--- src/rtl/lsu_bram_master.sv ---
// Data-side load/store unit driving a 16-bit big-endian BRAM port (1-cycle read latency).
// Optional macro LSU_MISALIGN_SPLIT_EN: split misaligned word accesses into two BRAM accesses.
module lsu_bram_master #(
  parameter int unsigned ADDR_W = 10,
  parameter int unsigned WR_RSP = 1
) (
  input  logic              clk,
  input  logic              rst,
  input  logic              req_valid,
  output logic              req_ready,
  input  logic              req_we,
  input  logic              req_size,
  input  logic              req_signed,
  input  logic [ADDR_W-1:0] req_addr,
  input  logic [15:0]       req_wdata,
  output logic              rsp_valid,
  output logic [15:0]       rsp_rdata,
  output logic              rsp_err,
  output logic              m_en,
  output logic              m_we_h,
  output logic              m_we_l,
  output logic [ADDR_W-2:0] m_addr,
  output logic [7:0]        m_din_h,
  output logic [7:0]        m_din_l,
  input  logic [7:0]        m_dout_h,
  input  logic [7:0]        m_dout_l
);

  typedef enum logic [2:0] {
    IDLE   = 3'd0,
    ISSUE  = 3'd1,
    WAIT   = 3'd2,
    RESP   = 3'd3
`ifdef LSU_MISALIGN_SPLIT_EN
    ,
    ISSUE2 = 3'd4,
    WAIT2  = 3'd5
`endif
  } state_e;

  state_e state_q, state_d;
  logic we_q, we_d, size_q, size_d, sgn_q, sgn_d, lsb_q, lsb_d;
  logic m_en_q, m_en_d, m_we_h_q, m_we_h_d, m_we_l_q, m_we_l_d;
  logic [ADDR_W-2:0] m_addr_q, m_addr_d;
  logic [7:0] m_din_h_q, m_din_h_d, m_din_l_q, m_din_l_d;
  logic rsp_valid_q, rsp_valid_d, rsp_err_q, rsp_err_d;
  logic [15:0] rsp_rdata_q, rsp_rdata_d;
  logic [7:0] bsel;
`ifdef LSU_MISALIGN_SPLIT_EN
  logic [ADDR_W-1:0] addr_q, addr_d, addr_inc;
  logic [7:0] wlo_q, wlo_d, hi_q, hi_d;
  assign addr_inc = addr_q + ADDR_W'(1);
`endif

  // Next state, next registered outputs
  always_comb begin
    state_d     = state_q;
    we_d        = we_q;
    size_d      = size_q;
    sgn_d       = sgn_q;
    lsb_d       = lsb_q;
    m_en_d      = 1'b0;
    m_we_h_d    = 1'b0;
    m_we_l_d    = 1'b0;
    m_addr_d    = '0;
    m_din_h_d   = 8'h00;
    m_din_l_d   = 8'h00;
    rsp_valid_d = 1'b0;
    rsp_err_d   = rsp_err_q;
    rsp_rdata_d = rsp_rdata_q;
    bsel        = lsb_q ? m_dout_l : m_dout_h;
`ifdef LSU_MISALIGN_SPLIT_EN
    addr_d      = addr_q;
    wlo_d       = wlo_q;
    hi_d        = hi_q;
`endif
    case (state_q)
      IDLE: begin
        if (req_valid) begin
          we_d   = req_we;
          size_d = req_size;
          sgn_d  = req_signed;
          lsb_d  = req_addr[0];
`ifdef LSU_MISALIGN_SPLIT_EN
          addr_d = req_addr;
          wlo_d  = req_wdata[7:0];
`else
          if (req_size && req_addr[0]) begin
            state_d     = RESP;
            rsp_valid_d = 1'b1;
            rsp_err_d   = 1'b1;
            rsp_rdata_d = 16'h0000;
          end else
`endif
          begin
            state_d  = ISSUE;
            m_en_d   = 1'b1;
            m_addr_d = req_addr[ADDR_W-1:1];
            if (req_we) begin
              if (req_size) begin
`ifdef LSU_MISALIGN_SPLIT_EN
                if (req_addr[0]) begin
                  m_we_l_d  = 1'b1;
                  m_din_l_d = req_wdata[15:8];
                end else
`endif
                begin
                  m_we_h_d  = 1'b1;
                  m_we_l_d  = 1'b1;
                  m_din_h_d = req_wdata[15:8];
                  m_din_l_d = req_wdata[7:0];
                end
              end else if (req_addr[0]) begin
                m_we_l_d  = 1'b1;
                m_din_l_d = req_wdata[7:0];
              end else begin
                m_we_h_d  = 1'b1;
                m_din_h_d = req_wdata[7:0];
              end
            end
          end
        end
      end
      ISSUE: begin
`ifdef LSU_MISALIGN_SPLIT_EN
        // Second half of a split word goes to the high lane of the next word
        if (size_q && lsb_q) begin
          state_d  = ISSUE2;
          m_en_d   = 1'b1;
          m_addr_d = addr_inc[ADDR_W-1:1];
          if (we_q) begin
            m_we_h_d  = 1'b1;
            m_din_h_d = wlo_q;
          end
        end else
`endif
        if (we_q) begin
          if (WR_RSP != 0) begin
            state_d     = RESP;
            rsp_valid_d = 1'b1;
            rsp_err_d   = 1'b0;
            rsp_rdata_d = 16'h0000;
          end else begin
            state_d = IDLE;
          end
        end else begin
          state_d = WAIT;
        end
      end
      WAIT: begin
        state_d     = RESP;
        rsp_valid_d = 1'b1;
        rsp_err_d   = 1'b0;
        rsp_rdata_d = size_q ? {m_dout_h, m_dout_l} : {{8{sgn_q & bsel[7]}}, bsel};
      end
`ifdef LSU_MISALIGN_SPLIT_EN
      ISSUE2: begin
        if (we_q) begin
          if (WR_RSP != 0) begin
            state_d     = RESP;
            rsp_valid_d = 1'b1;
            rsp_err_d   = 1'b0;
            rsp_rdata_d = 16'h0000;
          end else begin
            state_d = IDLE;
          end
        end else begin
          hi_d    = m_dout_l;
          state_d = WAIT2;
        end
      end
      WAIT2: begin
        state_d     = RESP;
        rsp_valid_d = 1'b1;
        rsp_err_d   = 1'b0;
        rsp_rdata_d = {hi_q, m_dout_h};
      end
`endif
      RESP:    state_d = IDLE;
      default: state_d = IDLE;
    endcase
  end

  always_ff @(posedge clk) begin
    if (rst) begin
      state_q     <= IDLE;
      we_q        <= 1'b0;
      size_q      <= 1'b0;
      sgn_q       <= 1'b0;
      lsb_q       <= 1'b0;
      m_en_q      <= 1'b0;
      m_we_h_q    <= 1'b0;
      m_we_l_q    <= 1'b0;
      m_addr_q    <= '0;
      m_din_h_q   <= 8'h00;
      m_din_l_q   <= 8'h00;
      rsp_valid_q <= 1'b0;
      rsp_err_q   <= 1'b0;
      rsp_rdata_q <= 16'h0000;
`ifdef LSU_MISALIGN_SPLIT_EN
      addr_q      <= '0;
      wlo_q       <= 8'h00;
      hi_q        <= 8'h00;
`endif
    end else begin
      state_q     <= state_d;
      we_q        <= we_d;
      size_q      <= size_d;
      sgn_q       <= sgn_d;
      lsb_q       <= lsb_d;
      m_en_q      <= m_en_d;
      m_we_h_q    <= m_we_h_d;
      m_we_l_q    <= m_we_l_d;
      m_addr_q    <= m_addr_d;
      m_din_h_q   <= m_din_h_d;
      m_din_l_q   <= m_din_l_d;
      rsp_valid_q <= rsp_valid_d;
      rsp_err_q   <= rsp_err_d;
      rsp_rdata_q <= rsp_rdata_d;
`ifdef LSU_MISALIGN_SPLIT_EN
      addr_q      <= addr_d;
      wlo_q       <= wlo_d;
      hi_q        <= hi_d;
`endif
    end
  end

  // Gating enables with rst keeps a write in flight from landing when reset hits ISSUE
  assign req_ready = (state_q == IDLE) && !rst;
  assign m_en      = m_en_q & ~rst;
  assign m_we_h    = m_we_h_q & ~rst;
  assign m_we_l    = m_we_l_q & ~rst;
  assign m_addr    = m_addr_q;
  assign m_din_h   = m_din_h_q;
  assign m_din_l   = m_din_l_q;
  assign rsp_valid = rsp_valid_q;
  assign rsp_rdata = rsp_rdata_q;
  assign rsp_err   = rsp_err_q;

endmodule

--- config.mk ---
export PLATFORM = sky130hd
export DESIGN_NAME = lsu_bram_master
export DESIGN_NICKNAME = d
export VERILOG_FILES = /design/src/rtl/lsu_bram_master.sv
export SDC_FILE = /design/constraint.sdc
export NUM_CORES = 1
export LEC_CHECK = 0
export CELL_PAD_IN_SITES_DETAIL_PLACEMENT = 2
export CELL_PAD_IN_SITES_GLOBAL_PLACEMENT = 2
export CORE_MARGIN = 2
export CORE_UTILIZATION = 25
export CTS_BUF_LIST = sky130_fd_sc_hd__clkbuf_4 sky130_fd_sc_hd__clkbuf_8 sky130_fd_sc_hd__clkbuf_16
export DETAILED_ROUTE_END_ITERATION = 16
export PLACE_DENSITY = 0.81
export SLEW_MARGIN = 40
export SYNTH_ARGS = -nofsm -noshare
export SYNTH_HDL_FRONTEND = slang
export SYNTH_SLANG_ARGS = --single-unit
--- constraint.sdc ---
create_clock -name clk -period 2.3 [get_ports clk]
set_input_delay 0.46 -clock clk [delete_from_list [all_inputs] [get_ports clk]]
set_output_delay 0.46 -clock clk [all_outputs]
set_load 0.02 [all_outputs]
==> qor.txt <==
Area of the core -> 7810 sq um
Syn Std Cell Area -> 2040 sq um
Area Overhead vs Synth -> 56.5%
Num rows -> 32
Critical Path AT -> 1.74 ns
Vias/cell -> 4.49
Design Area, Final -> 3190 sq um
Tightest Pin Transition -> 0.530 ns
Critical Path Most Common Cell -> clkdlybuf4s50_1
Leak -> 1.30 nW
TritonCTS buffer count -> 5
N_diodes -> 0
P per Cell Area -> 798 nW/um^2
Setup crit end kind -> output pin
# DRC -> 0
Crit path max fanout -> 5
Endpoints failing setup -> 0
Fmax -> 455 MHz
Reg clk slew, reported paths -> 0.09 ns
Die H -> 94.3 um
Synthesized area per cell -> 10.2 sq um
Worst setup path category -> input pin to output pin
Critical path buffers and inverters -> 2
Max Cap Viol -> 0
Initial Util -> 0.261
Post-route ant nets -> 0
GRT Total Usage -> 0.146
Worst Path Required -> 1.84 ns
Final hold vios -> 0
Clock Latency Late Sink -> 0.31 ns
Syn Nets -> 251
Fin. max-slew vios -> 0
Fin cells -> 399
Detailed placement HPWL -> 4.62 mm
Maximum VDD drop -> 0.000303 V
Synth warn -> 0
Total Power -> 2.54 mW
Status -> finished clean
Worst R2R Path Depth -> 6
HP Start -> rsp_rdata[9]$_SDFFE_PP0P_
Max stage delay on crit path -> 0.62 ns
Min Tclk post-route -> 2.20 ns
Die area -> 8890 sq um
Drt pass-1 iters -> 4
Period utilisation layout -> 0.955
Max stage delay cell, worst path -> clkdlybuf4s50_1
CP Launch Type -> input pin
Avg WL per Cell -> 15.0 um
Critical-path cell list -> clkdlybuf4s50_1 > nor2b_1 > clkdlybuf4s50_1
First-pass GRT wire length -> 9.98 mm
Relative slew margins -> 0.646
Tightest Hold Check Type -> flop to flop
CTS root buffer -> clkbuf_8
RSZ-0062 raised after global routing -> no
Initial antenna violation count -> 0
# clock sinks -> 52
Max Clock Skew -> 0.0128 ns
WL final -> 5.99 mm
CP Depth -> 3
Buffers on Ports -> 94
Reg2Reg Setup Slack -> 0.54 ns
Dpl cells -> 391
Worst R2R End -> rsp_rdata[15]$_SDFFE_PP0P_
Share of cells above drive strength 1 -> 0.0842
CP startpoint -> rst
GP Congestion -> 0.722
Worst setup path endpoint -> m_en
Placed cell areas -> 3090 sq um
Fin nets -> 348
GRT Residual Overflow -> 0
Critical path's top delay family -> buffers and inverters
Crit Reg-Reg Startpoint -> state_q[1]$_SDFFE_PP0P_
Die width -> 94.3 um
Initial DRC Count -> 32
Vias -> 1792
Largest net degree at the start of global routing -> 21
Vias in the first global route -> 2025
Htree depth -> 2
Seq/Total Area, Yosys -> 0.511
Synth Register Bits -> 52
Fin Setup TNS -> 0 ns
CTS tree -> built
Gate Count Post-Synth -> 199
Yosys cell types -> 34
Max clock buf depth -> 2
Io pins -> 95
==> worst reg2reg max path: stages (launching register included) <==
cell and delay, ns:
dfxtp_1 0.39, inv_1 0.10, ha_1 0.21, a221o_1 0.48, buf_4 0.21, nor2_8 0.16
a22o_1 0.15
==> routing by layer <==
layer | routed length [um] | GRT usage | vias up
met3 | 689 | 0.0722 | 6
met5 | 0 | 0 | -
li1 | - | - | 868
met4 | 79 | 0.0471 | 0
met2 | 2740 | 0.236 | 81
met1 | 2480 | 0.167 | 837
==> cells in the final DEF (no fill, tap or decap), types with 4 or more instances in the layout <==
master / count
nor2b_1: 4
nand3_1: 6
clkbuf_8: 5
clkdlybuf4s50_1: 93
a21oi_1: 16
nor2_1: 11
nand3b_1: 9
buf_4: 8
mux2i_1: 16
a22o_1: 8
and2_1: 17
inv_1: 12
o31ai_1: 8
dfxtp_1: 52
nand2_1: 6
==> metrics by stage <==
stage | setup WS, ns | utilization | hold WS (ns)
final | 0.104 | 0.408 | 0.486
after global routing | 0.0727 | 0.408 | 0.506
after CTS | 0.0976 | 0.408 | 0.489
after detailed placement | 0.00144 | 0.395 | 0.465
after global placement | 0.0728 | 0.395 | 0.463
after floorplan | 0.688 | - | 0.448
==> report_power, final <==
group	total [mW]	switching, mW	internal (mW)
combinational	0.955	0.508	0.448
sequential	1.05	0.0599	0.993
clock	0.536	0.317	0.219
total	2.54	0.885	1.66
==> what timing repair did <==
item                       CTS  global route
setup endpoints to repair    1             0
gates resized for setup      3             0
hold buffers                 0             0
buffers inserted             0             0
==> registers in the layout (all words and copies together), names as in the netlist <==
signal and count:
lsb_q 1, m_addr 9, m_din_h 8, m_din_l 8
m_en_q 1, m_we_h_q 1, m_we_l_q 1, rsp_err 1
rsp_rdata 16, rsp_valid 1, sgn_q 1, size_q 1
state_q 2, we_q 1
==> cell usage after synthesis (all sizes together) <==
cell type  count  area (sq um)
xnor2          1          8.76
o21a           1          7.51
dfxtp         52          1040
ha             4          50.1
and2          17           106
o21ai          1          5.00
buf            8          63.8
or2            1          6.26
nand3          6          30.0
nand3b         9          67.6
nor2b          5          38.8
a221o          1          10.0
o31ai          9          72.6
clkbuf         4          16.3
nand2          6          22.5
mux2i         16           160
inv           12          45.0
nor2          13          67.6
nand2b         1          6.26
nor3           3          15.0
a22o           8          70.1
a21oi         17          88.8
nor3b          2          20.0
mux2           1          11.3
and2b          1          7.51
==> cells by family (layout without fill, tap and decap cells) <==
logic type	count (synthesis)	count (layout)	share of synthesized area
AND/OR/NAND/NOR	64	64	0.190
flip-flops	52	52	0.511
AO/OA/AOI/OAI	37	37	0.125
buffers and inverters	24	122	0.0614
multiplexers	17	17	0.0841
adder cells (fa/ha/maj)	4	4	0.0246
XOR/XNOR	1	1	0.00430
==> layout make-up <==
class | count | area [sq um]
inverter | 12 | 45.0
clock inverter | 3 | 22.5
clock buffer | 5 | 68.8
sequential | 52 | 1040
tap | 102 | 128
fill | 853 | 4620
timing repair buffer | 102 | 1000
multi-input combinational | 123 | 885
==> how the worst min path moves through the flow <==
stage	slack (ns)	depth (start not counted)	endpoint
after global routing	0.51	1	rsp_rdata[9]$_SDFFE_PP0P_
final	0.49	1	rsp_rdata[9]$_SDFFE_PP0P_
after floorplan	0.45	2	sgn_q$_SDFFE_PP0P_
after global placement	0.46	1	rsp_rdata[14]$_SDFFE_PP0P_
after detailed placement	0.47	1	rsp_rdata[14]$_SDFFE_PP0P_
after CTS	0.49	2	we_q$_SDFFE_PP0P_
Power figures use the tool's default switching activity.
